$ cat config.mk
export PLATFORM = sky130hd
export DESIGN_NAME = freq_div_ctrl
export DESIGN_NICKNAME = d
export VERILOG_FILES = /design/src/rtl/freq_div_pkg.sv /design/src/rtl/freq_div_phase_cnt.sv /design/src/rtl/freq_div_ctrl.sv
export SDC_FILE = /design/constraint.sdc
export NUM_CORES = 1
export LEC_CHECK = 0
export ABC_AREA = 1
export ABC_CLOCK_PERIOD_IN_PS = 6900
export CORE_MARGIN = 1
export CORE_UTILIZATION = 40
export DETAILED_ROUTE_END_ITERATION = 16
export DONT_BUFFER_PORTS = 1
export GPL_TIMING_DRIVEN = 0
export SYNTH_ARGS = -nofsm -noshare
export SYNTH_HDL_FRONTEND = slang
export SYNTH_SLANG_ARGS = --single-unit
$ cat constraint.sdc
create_clock -name clk_in -period 6.9 [get_ports clk_in]
set_input_delay 0.69 -clock clk_in [delete_from_list [all_inputs] [get_ports clk_in]]
set_output_delay 0.69 -clock clk_in [all_outputs]
set_load 0.01 [all_outputs]
$ cat src/rtl/freq_div_pkg.sv
// Shared definitions for the programmable clock divider: FSM encoding and
// the minimum phase length that a zero request is clamped up to.
package freq_div_pkg;

  typedef enum logic [1:0] {
    ST_IDLE = 2'd0,
    ST_HIGH = 2'd1,
    ST_LOW  = 2'd2
  } state_t;

  localparam int unsigned LEN_MIN = 1;

endpackage

$ cat src/rtl/freq_div_phase_cnt.sv
// Phase counter: counts up from 0, flags the last cycle of a phase of
// length `limit` (limit is always >= 1 by construction in the caller).
module freq_div_phase_cnt #(
  parameter int WIDTH = 16
) (
  input  logic             clk_in,
  input  logic             rst,
  input  logic             clr,
  input  logic [WIDTH-1:0] limit,
  output logic [WIDTH-1:0] cnt,
  output logic             tc
);

  always_ff @(posedge clk_in) begin
    if (rst || clr) cnt <= '0;
    else            cnt <= cnt + WIDTH'(1);
  end

  assign tc = (cnt == limit - WIDTH'(1));

endmodule

$ cat src/rtl/freq_div_ctrl.sv
// Programmable clock divider with separate high/low phase lengths and a
// valid/ready config port whose updates take effect only between periods.
//
//   state   | meaning
//   --------+-----------------------------------------------------------
//   IDLE    | stopped, clk_out low, counter held at 0
//   HIGH    | high phase, lasts act_high cycles
//   LOW     | low phase, lasts act_low cycles; its last cycle is the boundary
module freq_div_ctrl
  import freq_div_pkg::*;
#(
  parameter int WIDTH    = 16,
  parameter int DEF_HIGH = 2,
  parameter int DEF_LOW  = 2
) (
  input  logic             clk_in,
  input  logic             rst,
  input  logic             enable,
  input  logic             cfg_valid,
  output logic             cfg_ready,
  input  logic [WIDTH-1:0] cfg_high,
  input  logic [WIDTH-1:0] cfg_low,
  output logic             clk_out,
  output logic             rise_tick,
  output logic             period_tick
);

  localparam logic [WIDTH-1:0] LEN_ONE = WIDTH'(LEN_MIN);

  function automatic logic [WIDTH-1:0] clamp_len(input logic [WIDTH-1:0] v);
    return (v == '0) ? LEN_ONE : v;
  endfunction

  localparam logic [WIDTH-1:0] DEF_HIGH_C = clamp_len(WIDTH'(DEF_HIGH));
  localparam logic [WIDTH-1:0] DEF_LOW_C  = clamp_len(WIDTH'(DEF_LOW));

  state_t           state;
  logic [WIDTH-1:0] act_high, act_low;
  logic [WIDTH-1:0] pend_high, pend_low;
  logic             pend_vld;
  logic [WIDTH-1:0] cnt, limit;
  logic             tc, cnt_clr, accept;

  assign limit     = (state == ST_LOW) ? act_low : act_high;
  assign cnt_clr   = (state == ST_IDLE) || tc;
  assign cfg_ready = ~pend_vld;
  assign accept    = cfg_valid && ~pend_vld;

  freq_div_phase_cnt #(.WIDTH(WIDTH)) u_phase_cnt (
    .clk_in (clk_in),
    .rst    (rst),
    .clr    (cnt_clr),
    .limit  (limit),
    .cnt    (cnt),
    .tc     (tc)
  );

  always_ff @(posedge clk_in) begin
    if (rst) begin
      state       <= ST_IDLE;
      act_high    <= DEF_HIGH_C;
      act_low     <= DEF_LOW_C;
      pend_high   <= '0;
      pend_low    <= '0;
      pend_vld    <= 1'b0;
      clk_out     <= 1'b0;
      rise_tick   <= 1'b0;
      period_tick <= 1'b0;
    end else begin
      rise_tick   <= 1'b0;
      period_tick <= 1'b0;

      // While stopped a config goes live at once; while running it waits.
      if (accept) begin
        if (state == ST_IDLE) begin
          act_high <= clamp_len(cfg_high);
          act_low  <= clamp_len(cfg_low);
        end else begin
          pend_high <= clamp_len(cfg_high);
          pend_low  <= clamp_len(cfg_low);
          pend_vld  <= 1'b1;
        end
      end

      case (state)
        ST_IDLE: begin
          if (enable) begin
            state     <= ST_HIGH;
            clk_out   <= 1'b1;
            rise_tick <= 1'b1;
          end
        end
        ST_HIGH: begin
          if (tc) begin
            state       <= ST_LOW;
            clk_out     <= 1'b0;
            period_tick <= (act_low == LEN_ONE);
          end
        end
        ST_LOW: begin
          if (tc) begin
            if (pend_vld) begin
              act_high <= pend_high;
              act_low  <= pend_low;
              pend_vld <= 1'b0;
            end
            if (enable) begin
              state     <= ST_HIGH;
              clk_out   <= 1'b1;
              rise_tick <= 1'b1;
            end else begin
              state <= ST_IDLE;
            end
          end else begin
            // Registered tick: raise it for the cycle that will be the last of LOW.
            period_tick <= (cnt + WIDTH'(1) == act_low - WIDTH'(1));
          end
        end
        default: begin
          state   <= ST_IDLE;
          clk_out <= 1'b0;
        end
      endcase
    end
  end

endmodule

==> flow_metrics.py <==
metrics = {
    "global_route": {
        "grt_pass1_vias": 5164,
        "grt_pass1_wl_um": 26500,
        "antenna_found_initial": 0,
        "overflow": 0,
        "grt_max_degree": 14,
        "grtUsageTotal": 0.240,
    },
    "sta": {
        "slew_viol_final": 0,
        "period_minus_slack_ps": 3450,
        "rsz0062_at_grt": "no",
        "period_share": 0.500,
        "tns_ps": 0,
        "setup_violations": 0,
        "worst_pin_slew_ps": 643,
        "layout_setup_ws_ps": 3450,
        "max_freq_mhz": 290,
        "relSlewSlack": 0.571,
        "skew_ps": 3.91,
        "hold_violations": 0,
    },
    "cells_and_area": {
        "area_growth_pct": 9.66,
        "fin_nets": 942,
        "antenna_cells": 0,
        "layout_commonest_cell": "nand2_1",
        "layout_common_cells": "254 x nand2_1, 169 x nor2_1, 86 x dfxtp_1",
        "layout-drive-gt1-share": 0.0655,
        "fin_area_um2": 6080,
    },
    "power_and_ir_drop": {
        "vdd_drop_max_v": 0.000139,
        "power_density_nw_per_um2": 280,
        "leakage_nw": 2.98,
    },
    "critical_path": {
        "cp_num_buf_inv": 6,
        "path_delay_family": "simple AND/OR/NAND/NOR gates",
        "timing.rr.start": "state[0]$_SDFFE_PP0P_",
        "worst-endpoint-arrival_ps": 3690,
        "r2r_slack_ps": 3450,
        "crit_chain": "inv_1 > ha_1 > buf_6 > buf_6 > nand2_1 > nand2_1 > inv_1 > ha_1 > nand3_1 > nor2_2 > nand2_2 > inv_2 > nand3_1 > nand2_1 > nand2_1 > nor2_4 > nand4_4 > buf_2 > nor2_1 > nor2_1",
        "ff2ff_path_depth": 20,
        "critPathLaunchType": "register",
        "crit_required_ps": 7130,
        "slowest_stage": "dfxtp_1",
        "critPathMaxStageDelay_ps": 400,
        "crit_fanout": 10,
        "cp_common_cell": "nand2_1",
        "crit_path_end_kind": "register",
        "r2r_end": "act_low[5]$_SDFF_PP0_",
        "worstSetupPathType": "reg2reg",
    },
    "synth": {
        "yosysTopAreaCell": "dfxtp_1",
        "ys_top_cells_by_area": "dfxtp_1 31%, nand2_1 17%, nor2_1 11%",
        "syn_inst": 886,
        "synth.avg_cell_area_um2": 6.26,
        "syn_area_um2": 5540,
        "synth_fp_nets": 931,
        "synth-seq-area-share": 0.311,
        "synth_top_area_share": 0.311,
        "synth_cell_types": 36,
        "ys_ff_latch": 86,
        "yosysWarnings": 0,
    },
    "placed_design": {
        "post-dp-hpwl_um": 13100,
        "place.gp.congestion": 0.897,
        "dpl_cell_area_um2": 5760,
        "port_buffers": 0,
        "dp_worst_setup_slack_ps": 3440,
    },
    "min_path": {
        "holdPathStages": 1,
        "hold_path.class": "in2reg",
        "hold_end": "state[0]$_SDFFE_PP0P_",
        "hold_start": "rst",
    },
    "floorplan": {
        "die_h_um": 120,
        "core.rowCount": 42,
        "start_util": 0.414,
        "ios": 40,
        "die_w_um": 120,
        "fp.coreArea_um2": 13400,
        "die_area_um2": 14300,
    },
    "clock_tree": {
        "cts_buffers": 9,
        "cts_root_buf": "clkbuf_16",
        "clockBufferDepth": 2,
        "cts.clk_slew.worst_paths_ps": 60,
        "h-tree-depth": 3,
        "numClockSinks": 86,
        "post_cts_buffers": 0,
        "worstSkewPairLatency_ps": 340,
        "cts_tree": "built",
        "cts_hold_buf": 0,
        "ctsResizeCount": 0,
    },
    "drt": {
        "ant_nets": 0,
        "firstDrtPassIters": 5,
        "vias_per_cell": 5.00,
        "drtIter0Drc": 344,
        "wl_um": 16400,
        "drc": 0,
        "wl_per_cell_um": 15.3,
        "vias": 5388,
    },
    "flow_run": {
        "maxCapViolCount": 0,
    },
    "outcome": {
        "status": "finished clean",
    },
}
sequential cells by signal, summed over array words and instances, names as in the netlist:
name	cells
act_low	16
period_tick	1
pend_vld	1
pend_high	16
clk_out	1
u_phase_cnt.cnt	16
rise_tick	1
act_high	16
pend_low	16
state	2
worst reg2reg max path: stages, from the launching register on:
cell	delay, ps
dfxtp_1	400
inv_1	90
ha_1	210
buf_6	140
buf_6	140
nand2_1	80
nand2_1	120
inv_1	120
ha_1	190
nand3_1	110
nor2_2	290
nand2_2	170
inv_2	120
nand3_1	70
nand2_1	100
nand2_1	90
nor2_4	200
nand4_4	210
buf_2	260
nor2_1	160
nor2_1	70
where the power goes:
| part | internal [mW] | total [mW] | switching, mW |
|---|---|---|---|
| clock | 0.326 | 0.525 | 0.199 |
| sequential | 0.560 | 0.607 | 0.0476 |
| combinational | 0.191 | 0.569 | 0.379 |
| total | 1.08 | 1.70 | 0.625 |
synth_stat cells, drive strengths merged:
library cell and count:
a211oi 1, a21oi 18, a22oi 1, a41o 2, buf 17, clkbuf 16
dfxtp 86, ha 9, inv 79, mux2i 1, nand2 261, nand3 50
nand3b 3, nand4 11, nor2 181, nor3 8, nor3b 1, nor4 8
o21ai 81, o21bai 4, or2 2, xnor2 6, xnor3 1, xor2 39
through the flow:
step / hold WS [ps] / utilization / power [mW] / std cells
6_report: 406 / 0.454 / 1.70 / 1077
3_3_place_gp: 461 / 0.430 / 1.18 / 1062
2_1_floorplan: 441 / - / 1.05 / 886
3_5_place_dp: 464 / 0.430 / 1.18 / 1062
4_1_cts: 398 / 0.454 / 1.71 / 1077
5_1_grt: 400 / 0.454 / 1.82 / 1077
worst max path at each step:
stage                               start                             to  slack (ps)  depth (start not counted)
floorplan           state[0]$_SDFFE_PP0P_         act_high[1]$_SDFF_PP1_        4040                         20
global placement    state[0]$_SDFFE_PP0P_          act_low[5]$_SDFF_PP0_        3490                         20
detailed placement  state[0]$_SDFFE_PP0P_  u_phase_cnt.cnt[8]$_SDFF_PP0_        3440                         20
CTS                 state[0]$_SDFFE_PP0P_  u_phase_cnt.cnt[8]$_SDFF_PP0_        3440                         20
global route        state[0]$_SDFFE_PP0P_          act_low[5]$_SDFF_PP0_        3090                         22
finish              state[0]$_SDFFE_PP0P_          act_low[5]$_SDFF_PP0_        3450                         20
layer usage:
layer	share of wire	global-route usage	routed length (um)	vias up
met2	0.45	0.399	7480	143
met1	0.46	0.308	7600	2404
li1	-	-	-	2813
met4	0.031	0.0969	502	0
met3	0.052	0.0413	861	28
met5	0	0	0	-
layout make-up:
type	instances	area, um^2
Buffer	33	195
Clock buffer	12	246
Clock inverter	3	68.8
Fill cell	1455	7320
Inverter	79	299
Multi-Input combinational cell	688	3330
Sequential cell	86	1720
Tap cell	176	220
logic make-up after synthesis:
group,after synthesis,synth area share
buf+inv,112,0.0891
fa+ha+maj,9,0.0203
xor+xnor,46,0.0752
flops,86,0.311
mux,1,0.00181
compound gates,107,0.103
simple gates,525,0.400
Power figures use the tool's default switching activity.
